===== config.mk =====
export PLATFORM = sky130hd
export DESIGN_NAME = rijndael_sbox_arbiter_flat
export DESIGN_NICKNAME = d
export VERILOG_FILES = /design/src/rtl/rijndael_sbox_arbiter_if.sv /design/src/rtl/rijndael_sbox_arbiter.sv /design/src/flat_wrapper.sv
export SDC_FILE = /design/constraint.sdc
export NUM_CORES = 1
export LEC_CHECK = 0
export CAP_MARGIN = 5
export CORE_AREA = 5 5 130 132
export DETAILED_ROUTE_END_ITERATION = 12
export DIE_AREA = 0 0 135 137
export PLACE_DENSITY = 0.56
export SLEW_MARGIN = 20
export SYNTH_ARGS = -nofsm -noshare
export SYNTH_HDL_FRONTEND = slang
export SYNTH_SLANG_ARGS = --single-unit

===== constraint.sdc =====
create_clock -name i_clk -period 4.4 [get_ports i_clk]
set_input_delay 0.88 -clock i_clk [delete_from_list [all_inputs] [get_ports i_clk]]
set_output_delay 0.88 -clock i_clk [all_outputs]
set_load 0.02 [all_outputs]

===== src/rtl/rijndael_sbox_arbiter_if.sv =====
// rijndael_sbox_arbiter_if: request bus and result bus of the shared S-box.
// Ports: req/din/key/gnt (requesters), busy, out_valid/out_ready/dout/out_id.
interface rijndael_sbox_arbiter_if #(
  parameter int N_REQ = 4,
  parameter int ID_W  = $clog2(N_REQ)
);
  logic [N_REQ-1:0]      req;
  logic [N_REQ-1:0][7:0] din;
  logic [N_REQ-1:0][7:0] key;
  logic [N_REQ-1:0]      gnt;
  logic                  busy;
  logic                  out_valid;
  logic                  out_ready;
  logic [7:0]            dout;
  logic [ID_W-1:0]       out_id;

  modport slave (
    input  req, din, key, out_ready,
    output gnt, busy, out_valid, dout, out_id
  );

  modport master (
    output req, din, key, out_ready,
    input  gnt, busy, out_valid, dout, out_id
  );
endinterface


===== src/rtl/rijndael_sbox_arbiter.sv =====
// rijndael_sbox_arbiter: N requesters share one AES S-box; result = S(din^key).
// Ports: i_clk, i_rst (sync, active-high), bus (slave). Macro: ROUND_ROBIN_EN.
module rijndael_sbox_lut (
  input  logic [7:0] i_a,
  output logic [7:0] o_s
);
  localparam logic [0:255][7:0] LUT = {
    128'h637c777bf26b6fc53001672bfed7ab76,
    128'hca82c97dfa5947f0add4a2af9ca472c0,
    128'hb7fd9326363ff7cc34a5e5f171d83115,
    128'h04c723c31896059a071280e2eb27b275,
    128'h09832c1a1b6e5aa0523bd6b329e32f84,
    128'h53d100ed20fcb15b6acbbe394a4c58cf,
    128'hd0efaafb434d338545f9027f503c9fa8,
    128'h51a3408f929d38f5bcb6da2110fff3d2,
    128'hcd0c13ec5f974417c4a77e3d645d1973,
    128'h60814fdc222a908846eeb814de5e0bdb,
    128'he0323a0a4906245cc2d3ac629195e479,
    128'he7c8376d8dd54ea96c56f4ea657aae08,
    128'hba78252e1ca6b4c6e8dd741f4bbd8b8a,
    128'h703eb5664803f60e613557b986c11d9e,
    128'he1f8981169d98e949b1e87e9ce5528df,
    128'h8ca1890dbfe6426841992d0fb054bb16
  };

  assign o_s = LUT[i_a];
endmodule

module rijndael_sbox_arbiter #(
  parameter int N_REQ = 4,
  parameter int ID_W  = $clog2(N_REQ)
) (
  input logic                      i_clk,
  input logic                      i_rst,
  rijndael_sbox_arbiter_if.slave   bus
);
  typedef enum logic [1:0] {
    S_IDLE,
    S_SUB,
    S_OUT
  } state_t;

  state_t           r_state;
  state_t           w_next;
  logic [7:0]       r_data;
  logic [ID_W-1:0]  r_id;
  logic [7:0]       w_sbox;
  logic             w_hit;
  logic [ID_W-1:0]  w_win;
  logic [N_REQ-1:0] w_gnt;
  logic             w_take;

`ifdef ROUND_ROBIN_EN
  logic [ID_W-1:0] r_ptr;

  // Walk from the farthest offset down so the
  // nearest requester at/after r_ptr wins.
  always_comb begin
    w_hit = 1'b0;
    w_win = '0;
    for (int i = N_REQ - 1; i >= 0; i--) begin
      if (bus.req[(int'(r_ptr) + i) % N_REQ]) begin
        w_hit = 1'b1;
        w_win = ID_W'((int'(r_ptr) + i) % N_REQ);
      end
    end
  end

  always_ff @(posedge i_clk) begin
    if (i_rst) begin
      r_ptr <= '0;
    end else if (w_take) begin
      r_ptr <= (w_win == ID_W'(N_REQ - 1)) ?
               '0 : w_win + 1'b1;
    end
  end
`else
  always_comb begin
    w_hit = 1'b0;
    w_win = '0;
    for (int i = N_REQ - 1; i >= 0; i--) begin
      if (bus.req[i]) begin
        w_hit = 1'b1;
        w_win = ID_W'(i);
      end
    end
  end
`endif

  assign w_take = (r_state == S_IDLE) && w_hit;

  always_comb begin
    w_gnt = '0;
    if (w_take) begin
      w_gnt[w_win] = 1'b1;
    end
  end

  always_comb begin
    w_next = r_state;
    unique case (r_state)
      S_IDLE: if (w_hit) w_next = S_SUB;
      S_SUB:  w_next = S_OUT;
      S_OUT:  if (bus.out_ready) w_next = S_IDLE;
      default: w_next = S_IDLE;
    endcase
  end

  always_ff @(posedge i_clk) begin
    if (i_rst) begin
      r_state <= S_IDLE;
      r_data  <= 8'h00;
      r_id    <= '0;
    end else begin
      r_state <= w_next;
      if (w_take) begin
        r_data <= bus.din[w_win] ^ bus.key[w_win];
        r_id   <= w_win;
      end else if (r_state == S_SUB) begin
        r_data <= w_sbox;
      end
    end
  end

  rijndael_sbox_lut u_sbox (
    .i_a (r_data),
    .o_s (w_sbox)
  );

  assign bus.gnt       = w_gnt;
  assign bus.busy      = (r_state != S_IDLE);
  assign bus.out_valid = (r_state == S_OUT);
  assign bus.dout      = r_data;
  assign bus.out_id    = r_id;
endmodule


===== src/flat_wrapper.sv =====
// flat-port wrapper written by rule: the top's interface ports become plain ports
module rijndael_sbox_arbiter_flat 
#(
  parameter int N_REQ = 4,
  parameter int ID_W  = $clog2(N_REQ)
)
  (i_clk, i_rst, bus_req, bus_din, bus_key, bus_out_ready, bus_gnt, bus_busy, bus_out_valid, bus_dout, bus_out_id);
  rijndael_sbox_arbiter_if #(.N_REQ(N_REQ), .ID_W(ID_W)) bus_i ();
  input logic i_clk;
  input logic i_rst;
  input wire logic [$bits(bus_i.req)-1:0] bus_req;
  input wire logic [$bits(bus_i.din)-1:0] bus_din;
  input wire logic [$bits(bus_i.key)-1:0] bus_key;
  input wire logic [$bits(bus_i.out_ready)-1:0] bus_out_ready;
  output wire logic [$bits(bus_i.gnt)-1:0] bus_gnt;
  output wire logic [$bits(bus_i.busy)-1:0] bus_busy;
  output wire logic [$bits(bus_i.out_valid)-1:0] bus_out_valid;
  output wire logic [$bits(bus_i.dout)-1:0] bus_dout;
  output wire logic [$bits(bus_i.out_id)-1:0] bus_out_id;
  assign bus_i.req = bus_req;
  assign bus_i.din = bus_din;
  assign bus_i.key = bus_key;
  assign bus_i.out_ready = bus_out_ready;
  assign bus_gnt = bus_i.gnt;
  assign bus_busy = bus_i.busy;
  assign bus_out_valid = bus_i.out_valid;
  assign bus_dout = bus_i.dout;
  assign bus_out_id = bus_i.out_id;
  rijndael_sbox_arbiter #(.N_REQ(N_REQ), .ID_W(ID_W)) u_core (.i_clk(i_clk), .i_rst(i_rst), .bus(bus_i));
endmodule

Yosys cells after proc, flatten, opt, wreduce, memory -nomap -nowiden
Memory sizes are Yosys's and may differ from the RTL's.
Cells that the tools add are included.
{"block": "classes", "muxes": 22, "magnitude_cmp": 3, "bitwise": 2, "eq_ne": 4, "reduce_logical": 6}
{"op": "$mux W8", "count": 6}
{"op": "$bmux W8 S2", "count": 2}
{"op": "$mux W2", "count": 6}
{"op": "$ge A9 B9 Y1 const B", "count": 1}
{"op": "$not A8 Y9", "count": 1}
{"op": "$xor A8 B8 Y8", "count": 1}
{"op": "$pmux W2 S3", "count": 1}
{"op": "$mux W1", "count": 5}
{"op": "$mux W4", "count": 1}
{"op": "$reduce_bool A2 Y1", "count": 2}
{"op": "$lt A2 B3 Y1 const B", "count": 1}
{"op": "$demux W1 S2", "count": 1}
{"op": "$eq A2 B1 Y1 const B", "count": 1}
{"op": "$eq A2 B2 Y1 const B", "count": 1}
{"op": "$ge A2 B1 Y1 const B", "count": 1}
{"op": "$logic_and A1 B1 Y1", "count": 2}
{"op": "$logic_not A2 Y1", "count": 1}
{"op": "$ne A2 B1 Y1 const B", "count": 1}
{"op": "$ne A2 B2 Y1 const B", "count": 1}
{"op": "$reduce_and A2 Y1", "count": 1}
{"block": "word_totals", "romBits": 2048, "memories": 1, "ff_bits": 12, "word_cells": 41, "output_inout_bits": 16, "in_bits": 71}
{"name": "(no name shown)", "words": 256, "width": 8, "read_ports": 1, "rd_ports_with_merged_regs": 0, "write_ports": 0, "line_no": "rijndael_sbox_arbiter.sv:26", "rtl": "assign o_s = LUT[i_a];"}

Logic depth before layout (Yosys ltp)
{"block": "depth", "depth_word": 9, "mapped_depth": 12, "ltp_nobuf": 8}

Hierarchy
A second synthesis with hierarchy kept.
{"block": "unflattened", "cells_unflattened": 626, "hier_area_um2": 4166.5}
{"mod": "rijndael_sbox_lut", "seq_area_each_um2": 0.0, "cells_per_inst": 507, "instances": 1, "area_each_um2": 3179.3}
{"mod": "rijndael_sbox_arbiter", "seq_area_each_um2": 240.2, "cells_per_inst": 119, "instances": 1, "area_each_um2": 987.2}

Least setup slack after synthesis
Ideal clock, no wire load.
{"block": "synth_timing", "kind": "input to output", "startpoint": "input bus_req[0]", "endpoint": "output bus_gnt[3]", "path_buffers": 1, "arrival_ns": 2.357, "slack_ns": 1.163, "required_ns": 3.520, "cell_stages": 5, "path_cell_list": "nor2_1 -> o21ai_1 -> clkbuf_1 -> or2_2 -> a211oi_1"}
{"block": "synth_between", "elab_chain_cells": 6, "elab_cells_between_ends": 9, "cone_classes": "2 x order compare; 5 x mux; 2 x reduce/logical"}
{"item": "from (decl)", "line_no": "flat_wrapper.sv:11", "rtl": "input wire logic [$bits(bus_i.req)-1:0] bus_req;"}
{"item": "$mux W2", "line_no": "rijndael_sbox_arbiter.sv:82", "rtl": "if (bus.req[i]) begin"}
{"item": "$lt A2 B3 Y1 (implied by the code) or $ge A2 B1 Y1 (tied branches)", "line_no": "rijndael_sbox_arbiter.sv:95", "rtl": "w_gnt[w_win] = 1'b1;"}
{"item": "$logic_and A1 B1 Y1 (implied by the code)", "line_no": "rijndael_sbox_arbiter.sv:95"}
{"item": "$mux W1 (implied by the code)", "line_no": "rijndael_sbox_arbiter.sv:95"}
{"item": "$demux W1 S2"}
{"item": "$mux W4 *", "line_no": "rijndael_sbox_arbiter.sv:94", "rtl": "if (w_take) begin"}
{"item": "to (decl)", "line_no": "flat_wrapper.sv:15", "rtl": "output wire logic [$bits(bus_i.gnt)-1:0] bus_gnt;"}
Mark *: on every way between the ends. The rest lies on a longest branch, timed or not.

Worst setup path after layout
Same ends and word-level chain as after synthesis.

==> qor.yml <==
sta:
  hold_ws_ps: 455
  min_period_ps: 3770
  tightest_slew_ps: 758
  hold_viol: 0
  timing.fmax_mhz: 265
  rsz0062_at_grt: "no"
  max_slew_margin_pct: 49.5
  setup-tns-final_ps: 0
  period_share_pct: 85.7
  setup_viol: 0
  fin_skew_ps: 1.25
  report.final.slew_viol_count: 0
worst_setup_path:
  cp_max_fo: 6
  worstRegToRegCells: 8
  crit_type: "input pin to primary output"
  rr_startpoint: "u_core.bus.dout[0]"
  r2r-end: "u_core.bus.dout[5]"
  path_cells: "clkdlybuf4s50_1 > nor2_1 > o21ai_1 > or2_2 > a211oi_1 > clkdlybuf4s50_1"
  required_ps: 3520
  cp.arrival_ps: 2890
  r2r_slack_ps: 1230
  cpPeakStageDelay_ps: 650
  crit_path_end_kind: "primary output"
  cp_num_buf_inv: 2
  cp_common_cell: "clkdlybuf4s50_1"
  setup.worst_path.start_class: "input pin"
  critPathTopFamily: "buffers and inverters"
  cpMaxStageDelayCell: "clkdlybuf4s50_1"
finish:
  final_nets: 811
  fill_cells: 1669
  most-common-layout-cells: "86 x clkdlybuf4s50_1, 69 x nand2_1, 55 x o21ai_0"
  final_common_cell: "clkdlybuf4s50_1"
  diodes: 0
  drive_gt1_share_pct: 7.72
  area_delta_synth_final_pct: 22.9
floorplan:
  core_region_area_um2: 15600
  initial_core_util_pct: 29.2
  die_x_um: 135
  io_pins: 87
  die_area_um2: 18500
  die_y_um: 137
  placementRows: 46
global_routing:
  antenna_found_initial: 0
  grt-ovfl-total: 0
  grt_usage_pct: 22.7
  grt_pass1_vias: 5553
  grt_max_degree: 86
  grt_pass1_wl_um: 32800
cts:
  numCtsBuffers: 3
  cts.sinks: 12
  cts_root_buf: "clkbuf_16"
  cts_setup_buffers: 0
  cts_hold_buf: 0
  cts_buffer_depth: 2
  cts_tree: "built"
  ctsResizeCount: 0
  clkTransAtPathRegs_ps: 50
  clk_latency_ps: 240
  htree_levels: 1
synth:
  ys_ff_latch: 12
  syn_area_um2: 4560
  netlist_instances: 689
  synthFlopType: "dfxtp_1"
  synth_seq_area_share_pct: 5.27
  synth_edf_count: 0
  synth_cell_type_count: 68
  syn_avg_cell_area_um2: 6.61
  synth_warnings: 0
  synthArstFlopShare_pct: 0
  synthesis.nets: 774
drt:
  dr.pass1.iters: 8
  wl_um: 22300
  viasPerCell: 6.54
  wl_per_cell_um: 23.7
  vias: 6155
  postRouteAntennaNets: 0
  drt_iter0_drc: 1471
  drc: 0
power:
  comb_power_share_pct: 82.7
  p_clk_share_pct: 7.9
  leakagePower_nw: 1.92
  internal_power_uw: 996
  switchingPower_mw: 1.45
  power_density_nw_per_um2: 437
  switching_share_pct: 59.3
  ir_drop_mv: 0.241
  power.share.sequential_pct: 9.4
min_path:
  worstHoldEndpoint: "u_core.bus.out_id[1]"
  holdCritPathClass: "flop to flop"
  min_from: "u_core.bus.out_id[1]"
  holdPathStages: 2
flow_run:
  maxCapViolCount: 0
placed_design:
  place_congestion: 1.09
  dp_hpwl_um: 16200
  io_buffers: 86
outcome:
  status: "completed"
## cell families after synthesis
logic type      Yosys count  share of synthesized area [%]
compound gates          262                           39.3
simple gates            255                           27.7
buf+inv                  91                           9.36
xor+xnor                 34                           6.53
mux                      21                           7.91
fa+ha+maj                14                           3.84
flops                    12                           5.27
## through the flow
step,power (mW),utilization [%],area [um2],std cells,setup WS [ps]
after detailed placement,2.13,35.3,5510,937,646
after CTS,2.34,35.9,5600,941,640
after global placement,2.19,35.3,5510,937,680
after floorplan,1.51,-,4560,689,1160
final,2.45,35.9,5600,941,629
after global routing,2.54,35.9,5600,941,502
## power groups by stage
| stage | clock network [mW] | registers (mW) | logic [mW] |
|---|---|---|---|
| floorplan | 0 | 0.175 | 1.33 |
| global placement | 0 | 0.229 | 1.96 |
| detailed placement | 0 | 0.225 | 1.91 |
| CTS | 0.197 | 0.223 | 1.92 |
| global route | 0.201 | 0.234 | 2.11 |
| finish | 0.193 | 0.230 | 2.03 |
## how the worst max path moves through the flow
stage,slack [ps],startpoint,to,cells after the start
2_1_floorplan,1160,bus_req[0],bus_gnt[3],5
3_3_place_gp,680,bus_req[0],bus_gnt[3],6
3_5_place_dp,650,bus_req[0],bus_gnt[3],6
4_1_cts,640,bus_req[0],bus_gnt[3],6
5_1_grt,500,bus_req[0],bus_gnt[3],6
6_report,630,bus_req[0],bus_gnt[3],6
## tightest hold or removal path, delay by kind of cell, from the launching register on
family | cells | cell delay, ps
flip-flops | 1 | 310
AND/OR/NAND/NOR | 1 | 50
AO/OA/AOI/OAI | 1 | 50
## cells in the mapped netlist (4+ instances only)
cell type	count	area, um2
nor2_1	48	180
o21a_1	4	30.0
o31ai_1	5	37.5
mux4_2	11	248
ha_1	14	175
nor3_1	19	95.1
o311ai_0	10	87.6
o211ai_1	13	97.6
nor2b_1	28	175
nand3_1	23	115
nor3b_1	4	30.0
a21oi_1	50	250
o32ai_1	4	35.0
inv_1	12	45.0
o22ai_1	6	37.5
a211oi_1	22	165
o21ai_0	55	275
buf_2	37	185
o311a_1	5	50.1
a311oi_1	10	87.6
o221ai_1	6	52.6
and2_1	6	37.5
buf_4	4	30.0
xor2_1	23	201
o2111ai_1	4	35.0
a32oi_1	5	43.8
dfxtp_1	12	240
xnor2_1	11	96.3
mux2i_1	9	90.1
a31oi_1	24	150
clkbuf_1	31	116
a2bb2oi_1	4	35.0
nand2b_1	37	231
or2_2	8	50.1
nand2_1	69	259
## area by class of cell
type                       count  area [um2]  area share (%)
clock buffer                   4        88.8            1.59
inverter                      13        48.8           0.871
multi-input combinational    586        3890            69.5
sequential                    12         249            4.45
tap                          216         270            4.83
timing repair buffer         110        1050            18.8
## metal layers
layer	routed length (um)	vias up	global-route usage, %
met5	0	-	0
met4	1680	0	13.7
met3	2960	144	5.33
met2	9490	572	33.2
met1	8150	2774	30.2
li1	-	2665	-
## flip-flops by register name (all words and copies together), names as in the netlist, named ones only
signal	count
u_core.r_state	2
u_core.bus.dout	7
u_core.bus.out_id	2
(Power assumes the default switching activity.)
